### config.mk
export PLATFORM = sky130hd
export DESIGN_NAME = turbo_pb_sched_flat
export DESIGN_NICKNAME = d
export VERILOG_FILES = /design/src/rtl/turbo_pb_sched_if.sv /design/src/rtl/turbo_pb_sched.sv /design/src/flat_wrapper.sv
export SDC_FILE = /design/constraint.sdc
export NUM_CORES = 1
export LEC_CHECK = 0
export BUFFER_PORTS_ARGS = -buffer_cell sky130_fd_sc_hd__buf_2
export CELL_PAD_IN_SITES_DETAIL_PLACEMENT = 1
export CELL_PAD_IN_SITES_GLOBAL_PLACEMENT = 2
export CORE_MARGIN = 2
export CORE_UTILIZATION = 32
export DETAILED_ROUTE_END_ITERATION = 12
export PLACE_DENSITY_LB_ADDON = 0.1
export SYNTH_ARGS = -nofsm -noshare
export SYNTH_HDL_FRONTEND = slang
export SYNTH_SLANG_ARGS = --single-unit
### constraint.sdc
create_clock -name clk -period 2.4 [get_ports clk]
set_clock_uncertainty 0.15 [all_clocks]
set_input_delay 0.12 -clock clk [delete_from_list [all_inputs] [get_ports clk]]
set_output_delay 0.12 -clock clk [all_outputs]
set_load 0.01 [all_outputs]
### src/rtl/turbo_pb_sched_if.sv
// Bundle between the PB scheduler, its descriptor/soft-bit sources, the
// length/enable block and the decoder bank handshake.
interface turbo_pb_sched_if;
  logic       desc_vld;
  logic [1:0] desc_size;
  logic       desc_rdy;
  logic       in_vld;
  logic       in_rdy;
  logic [1:0] tl_pb_size;
  logic       tl_din_vld;
  logic       tl_done;
  logic       bank_sel;
  logic [1:0] bank_full;
  logic [1:0] bank_release;
  logic       pb_busy;
  logic       pb_done;
  logic       err_size;
  logic       err_timeout;

  modport slave (
    input  desc_vld, desc_size, in_vld, tl_done, bank_release,
    output desc_rdy, in_rdy, tl_pb_size, tl_din_vld, bank_sel, bank_full,
           pb_busy, pb_done, err_size, err_timeout
  );

  modport master (
    output desc_vld, desc_size, in_vld, tl_done, bank_release,
    input  desc_rdy, in_rdy, tl_pb_size, tl_din_vld, bank_sel, bank_full,
           pb_busy, pb_done, err_size, err_timeout
  );
endinterface

### src/rtl/turbo_pb_sched.sv
// PB sequencer in front of the turbo length/enable block: descriptor FIFO,
// pb_size programming, soft-bit pair metering and interleaver bank ping-pong.
//
// state     | meaning
// ----------+---------------------------------------------------------------
// IDLE      | waiting for a descriptor and a free target bank
// LOAD      | pb_size held stable for SETTLE cycles before the first pair
// RUN       | soft-bit pairs accepted until len pairs have been handed over
// WAIT_DONE | waiting for tl_done, bounded by the TMO timer
module turbo_pb_sched #(
  parameter int LEN_PB16  = 64,
  parameter int LEN_PB136 = 544,
  parameter int LEN_PB520 = 2080,
  parameter int SETTLE    = 2,
  parameter int TMO       = 255
) (
  input  logic            clk,
  input  logic            n_rst,
  turbo_pb_sched_if.slave bus
);

  localparam logic [11:0] LEN0      = 12'(LEN_PB16);
  localparam logic [11:0] LEN1      = 12'(LEN_PB136);
  localparam logic [11:0] LEN2      = 12'(LEN_PB520);
  localparam logic [7:0]  SETTLE_TC = 8'(SETTLE - 1);
  localparam logic [7:0]  TMO_TC    = 8'(TMO);

  typedef enum logic [1:0] {IDLE, LOAD, RUN, WAIT_DONE} state_t;

  state_t      state, state_nxt;

  logic [1:0]  fifo_mem [2];
  logic        fifo_wp, fifo_rp;
  logic [1:0]  fifo_cnt;
  logic [1:0]  head;
  logic        fifo_empty, desc_rdy_c, push, pop;

  logic [11:0] cnt, len;
  logic [7:0]  timer;
  logic [1:0]  pb_size_q;
  logic        bank_sel_q;
  logic [1:0]  bank_full_q, set_mask;

  logic        launch, in_rdy_c, hs, last_pair;
  logic        pb_done_c, err_size_c, err_timeout_c;

  function automatic logic [11:0] len_of(input logic [1:0] code);
    case (code)
      2'd0:    return LEN0;
      2'd1:    return LEN1;
      default: return LEN2;
    endcase
  endfunction

  assign fifo_empty = (fifo_cnt == 2'd0);
  assign head       = fifo_mem[fifo_rp];
  assign desc_rdy_c = (fifo_cnt != 2'd2);
  assign push       = bus.desc_vld & desc_rdy_c;
  assign hs         = bus.in_vld & in_rdy_c;
  assign last_pair  = hs && (cnt == len - 12'd1);

  always_ff @(posedge clk) begin
    if (!n_rst) state <= IDLE;
    else        state <= state_nxt;
  end

  always_comb begin
    state_nxt     = state;
    pop           = 1'b0;
    launch        = 1'b0;
    in_rdy_c      = 1'b0;
    pb_done_c     = 1'b0;
    err_size_c    = 1'b0;
    err_timeout_c = 1'b0;
    case (state)
      IDLE: begin
        if (!fifo_empty) begin
          // illegal codes are dropped without looking at the bank
          if (head == 2'd3) begin
            pop        = 1'b1;
            err_size_c = 1'b1;
          end else if (!bank_full_q[bank_sel_q]) begin
            pop       = 1'b1;
            launch    = 1'b1;
            state_nxt = LOAD;
          end
        end
      end
      LOAD: begin
        if (timer == SETTLE_TC) state_nxt = RUN;
      end
      RUN: begin
        in_rdy_c = (cnt < len);
        if (last_pair) state_nxt = WAIT_DONE;
      end
      WAIT_DONE: begin
        if (bus.tl_done) begin
          pb_done_c = 1'b1;
          state_nxt = IDLE;
        end else if (timer == TMO_TC) begin
          err_timeout_c = 1'b1;
          state_nxt     = IDLE;
        end
      end
      default: state_nxt = IDLE;
    endcase
  end

  always_ff @(posedge clk) begin
    if (!n_rst) begin
      fifo_wp  <= 1'b0;
      fifo_rp  <= 1'b0;
      fifo_cnt <= 2'd0;
    end else begin
      if (push) begin
        fifo_mem[fifo_wp] <= bus.desc_size;
        fifo_wp           <= ~fifo_wp;
      end
      if (pop) fifo_rp <= ~fifo_rp;
      case ({push, pop})
        2'b10:   fifo_cnt <= fifo_cnt + 2'd1;
        2'b01:   fifo_cnt <= fifo_cnt - 2'd1;
        default: fifo_cnt <= fifo_cnt;
      endcase
    end
  end

  assign set_mask = pb_done_c ? (bank_sel_q ? 2'b10 : 2'b01) : 2'b00;

  always_ff @(posedge clk) begin
    if (!n_rst) begin
      cnt         <= 12'd0;
      len         <= 12'd0;
      timer       <= 8'd0;
      pb_size_q   <= 2'd0;
      bank_sel_q  <= 1'b0;
      bank_full_q <= 2'b00;
    end else begin
      if (launch) begin
        pb_size_q <= head;
        len       <= len_of(head);
        cnt       <= 12'd0;
      end else if (hs) begin
        cnt <= cnt + 12'd1;
      end
      // one timer serves both the settle hold and the done watchdog
      if (state_nxt != state)
        timer <= 8'd0;
      else if (state == LOAD || state == WAIT_DONE)
        timer <= timer + 8'd1;
      bank_full_q <= (bank_full_q & ~bus.bank_release) | set_mask;
      if (pb_done_c) bank_sel_q <= ~bank_sel_q;
    end
  end

  assign bus.desc_rdy    = desc_rdy_c;
  assign bus.in_rdy      = in_rdy_c;
  assign bus.tl_pb_size  = pb_size_q;
  assign bus.tl_din_vld  = hs;
  assign bus.bank_sel    = bank_sel_q;
  assign bus.bank_full   = bank_full_q;
  assign bus.pb_busy     = (state != IDLE);
  assign bus.pb_done     = pb_done_c;
  assign bus.err_size    = err_size_c;
  assign bus.err_timeout = err_timeout_c;

endmodule

### src/flat_wrapper.sv
// flat-port wrapper written by rule: the top's interface ports become plain ports
module turbo_pb_sched_flat 
#(
  parameter int LEN_PB16  = 64,
  parameter int LEN_PB136 = 544,
  parameter int LEN_PB520 = 2080,
  parameter int SETTLE    = 2,
  parameter int TMO       = 255
)
  (clk, n_rst, bus_desc_vld, bus_desc_size, bus_in_vld, bus_tl_done, bus_bank_release, bus_desc_rdy, bus_in_rdy, bus_tl_pb_size, bus_tl_din_vld, bus_bank_sel, bus_bank_full, bus_pb_busy, bus_pb_done, bus_err_size, bus_err_timeout);
  turbo_pb_sched_if bus_i ();
  input  logic clk;
  input  logic n_rst;
  input wire logic [$bits(bus_i.desc_vld)-1:0] bus_desc_vld;
  input wire logic [$bits(bus_i.desc_size)-1:0] bus_desc_size;
  input wire logic [$bits(bus_i.in_vld)-1:0] bus_in_vld;
  input wire logic [$bits(bus_i.tl_done)-1:0] bus_tl_done;
  input wire logic [$bits(bus_i.bank_release)-1:0] bus_bank_release;
  output wire logic [$bits(bus_i.desc_rdy)-1:0] bus_desc_rdy;
  output wire logic [$bits(bus_i.in_rdy)-1:0] bus_in_rdy;
  output wire logic [$bits(bus_i.tl_pb_size)-1:0] bus_tl_pb_size;
  output wire logic [$bits(bus_i.tl_din_vld)-1:0] bus_tl_din_vld;
  output wire logic [$bits(bus_i.bank_sel)-1:0] bus_bank_sel;
  output wire logic [$bits(bus_i.bank_full)-1:0] bus_bank_full;
  output wire logic [$bits(bus_i.pb_busy)-1:0] bus_pb_busy;
  output wire logic [$bits(bus_i.pb_done)-1:0] bus_pb_done;
  output wire logic [$bits(bus_i.err_size)-1:0] bus_err_size;
  output wire logic [$bits(bus_i.err_timeout)-1:0] bus_err_timeout;
  assign bus_i.desc_vld = bus_desc_vld;
  assign bus_i.desc_size = bus_desc_size;
  assign bus_i.in_vld = bus_in_vld;
  assign bus_i.tl_done = bus_tl_done;
  assign bus_i.bank_release = bus_bank_release;
  assign bus_desc_rdy = bus_i.desc_rdy;
  assign bus_in_rdy = bus_i.in_rdy;
  assign bus_tl_pb_size = bus_i.tl_pb_size;
  assign bus_tl_din_vld = bus_i.tl_din_vld;
  assign bus_bank_sel = bus_i.bank_sel;
  assign bus_bank_full = bus_i.bank_full;
  assign bus_pb_busy = bus_i.pb_busy;
  assign bus_pb_done = bus_i.pb_done;
  assign bus_err_size = bus_i.err_size;
  assign bus_err_timeout = bus_i.err_timeout;
  turbo_pb_sched #(.LEN_PB16(LEN_PB16), .LEN_PB136(LEN_PB136), .LEN_PB520(LEN_PB520), .SETTLE(SETTLE), .TMO(TMO)) u_core (.clk(clk), .n_rst(n_rst), .bus(bus_i));
endmodule
==> impl_metrics.json <==
{
  "wl_um": 4410,
  "finalCritPeriodShare_pct": 95.1,
  "grt_overflow": 0,
  "htreeDepth": 2,
  "routabilityCongestion": 0.700,
  "combPwrFrac_pct": 41.2,
  "initial_core_util_pct": 33.5,
  "fp.coreArea_um2": 5990,
  "seqPwrFrac_pct": 34.5,
  "power-per-cell-area_nw_per_um2": 991,
  "layout.nets": 277,
  "critPathMaxFanout": 7,
  "worst_ep_required_time_ns": 2.42,
  "cp_num_buf_inv": 2,
  "async_reset_ff_share_pct": 0,
  "mappedNetlistNets": 243,
  "synth_top_cell_by_area": "dfxtp_1",
  "die_area_um2": 6930,
  "crit_arrival_ns": 2.30,
  "path_cells": "inv_1, ha_1, ha_1, xnor2_1, nor4b_1, o211ai_1, o311ai_1, buf_4, a211oi_1",
  "ys_warn_count": 0,
  "drt_first_pass_iters": 4,
  "ctsRootBufferMaster": "clkbuf_8",
  "wl_per_cell_um": 13.2,
  "slew_viol_final": 0,
  "grt_pass1_vias": 1738,
  "p_int_w": 0.00155,
  "synth_seq_area_share_pct": 40.8,
  "cts_made_buffers": 5,
  "cp-end-kind": "register",
  "clk_latency_ns": 0.29,
  "grt_busiest_layer": "met2",
  "cts_buffer_depth": 2,
  "ant_nets": 0,
  "max_slew_margin_pct": 63.1,
  "grt_use_met3_pct": 3.38,
  "use_met1_pct": 19.0,
  "synth_cell_type_count": 45,
  "worst_slack_ns": 0.118,
  "path_clk_slew_ns": 0.08,
  "nFillCells": 715,
  "synth.most_common_cell": "dfxtp_1",
  "drc": 0,
  "crit_slowest_cell": "dfxtp_2",
  "maxCapViolCount": 0,
  "min_period_ns": 2.28,
  "peakVddDrop_v": 0.000417,
  "p_leak_nw": 0.927,
  "synthToLayoutAreaGrowth_pct": 21.2,
  "synth_ff_type": "dfxtp_1",
  "antenna_found_initial": 0,
  "hold_path_class": "input port to register",
  "synth_top_cell_area_share_pct": 34.9,
  "n_antenna_cell": 0,
  "fmax_mhz": 438,
  "setup_viol": 0,
  "via_per_inst": 4.85,
  "slowest_delay_ns": 0.35,
  "syn_area_um2": 2010,
  "synth_area_leaders": "dfxtp_1 (35%), xnor2_1 (8.3%), ha_1 (6.2%), nor2_1 (6.2%), edfxtp_1 (6.0%)",
  "timing_worst_setup_path_type": "register to register",
  "synth-edff-count": 4,
  "syn_avg_cell_area_um2": 8.97,
  "rows": 28,
  "io_pins": 21,
  "cts_setup_buffers": 0,
  "fp.dieH_um": 83.2,
  "crit_path_start_kind": "register",
  "pre_cts_ws_ns": 0.129,
  "p_clk_share_pct": 24.3,
  "portBuffers": 20,
  "gr-usage-met2_pct": 23.4,
  "cts_tree": "done",
  "tightest_slew_ns": 0.547,
  "switching_power_w": 0.000859,
  "ys_ff_latch": 39,
  "hold_viol_final": 0,
  "grt_pass1_wl_um": 8110,
  "cpMostUsedCell": "ha_1",
  "swShare_pct": 35.6,
  "dp_hpwl_um": 3310,
  "grt_use_total_pct": 14.4,
  "critical-path-top-delay-family": "adder cells",
  "die_x_um": 83.2,
  "first_iter_violations": 54,
  "synthCells": 224,
  "tns_ns": 0,
  "grt_setup_unrepaired": "false",
  "synthTopCellsByCount": "dfxtp_1 (35), nor2_1 (33), xnor2_1 (19)",
  "cts_sinks": 39,
  "vias": 1620,
  "drive_gt1_share_pct": 19.7,
  "grt_start_max_net_pins": 16,
  "status": "finished, final reports clean"
}
## sequential cells by signal, summed over array words and instances, names as in the netlist, named ones only
signal and cells:
u_core.timer 8, u_core.fifo_rp 1, u_core.cnt 12, u_core.fifo_mem 4, u_core.fifo_cnt 2, u_core.fifo_wp 1, u_core.state 2, u_core.bus.tl_pb_size 1
u_core.bus.bank_full 2, u_core.len 4, u_core.bus.bank_sel 1
## worst reg2reg max path: cells and delay by family, from the launching register on
kind | cells | cell delay [ns]
DFF | 1 | 0.35
adders and majority gates | 2 | 0.52
AOI/OAI and AO/OA | 3 | 0.48
buffers and inverters | 2 | 0.26
xor gates and xnor gates | 1 | 0.13
and+or+nand+nor | 1 | 0.27
## routing by layer
layer  vias to the layer above  wire length, um
met4                         0               53
li1                        841                -
met3                         5               97
met2                        15             2000
met5                         -                0
met1                       759             2260
## timing repair
action | CTS | global route
hold buffers | 5 | 0
hold endpoints to repair | 8 | 0
setup endpoints to repair | 0 | 6
gates resized for setup | 0 | 2
## stage by stage
stage / area [um2] / util, % / std cells / hold WS, ns / power, W
final: 2430 / 40.6 / 334 / 0.0848 / 0.00241
after global placement: 2260 / 37.7 / 321 / 0.159 / 0.00184
after detailed placement: 2260 / 37.7 / 321 / 0.162 / 0.00184
after CTS: 2430 / 40.5 / 334 / 0.0757 / 0.00246
after global routing: 2430 / 40.6 / 334 / 0.144 / 0.00264
after floorplan: 2010 / - / 224 / 0.0689 / 0.00152
## path summary, 6_finish.rpt
path | endpoint | startpoint | slack, ns | cells after the start
worst max-delay path | u_core.timer[1] | u_core.len[6] | 0.12 | 9
worst min-delay path | u_core.cnt[2] | bus_in_vld | 0.08 | 5
worst max register to register | u_core.timer[1] | u_core.len[6] | 0.12 | 9
worst min register to register | u_core.bus.tl_pb_size[0] | u_core.bus.tl_pb_size[0] | 0.32 | 1
## cells by family after synthesis
group / share of synthesized area, %
AOI/OAI and AO/OA: 8.66
xor gates and xnor gates: 11.3
adders and majority gates: 6.23
buffers and inverters: 4.11
DFF: 40.8
muxes: 2.05
and+or+nand+nor: 26.8
## power by group through the flow
stage                     Sequential [W]  Clock [W]  Combinational (W)
after CTS                       0.000832   0.000616            0.00101
after global placement          0.000841          0            0.00100
final                           0.000833   0.000587           0.000993
after floorplan                 0.000845          0           0.000677
after global routing            0.000850   0.000641            0.00115
after detailed placement        0.000846          0           0.000995
## layout make-up
class	count	area (um2)	area share [%]
clock buffer	6	82.6	3.39
inverter	9	33.8	1.39
timing repair buffer	37	253	10.4
sequential	39	822	33.8
multi-input combinational	166	1110	45.6
clock inverter	2	38.8	1.59
tap	75	93.8	3.85
## cell usage in the layout (no fill, tap or decap), types with 2 or more instances in the layout
cell type,Yosys,final
dfxtp_1,35,34
nor2_1,33,33
buf_2,3,20
xnor2_1,19,19
nor3_1,12,12
buf_4,2,11
nand2_1,10,10
ha_1,10,10
a21oi_1,9,9
inv_1,9,9
nand2b_1,7,7
xor2_1,7,7
clkbuf_8,0,6
nand4_1,5,5
nand3_1,5,5
o21ai_0,5,5
dlygate4sd3_1,0,5
and3_1,4,4
edfxtp_1,4,4
or2_2,3,3
mux2i_1,3,3
nor3b_1,4,3
nor4_1,2,2
or3_1,2,2
a211oi_1,2,2
nor4b_1,2,2
nor2_2,2,2
o21a_1,2,2
(Power assumes the default switching activity.)
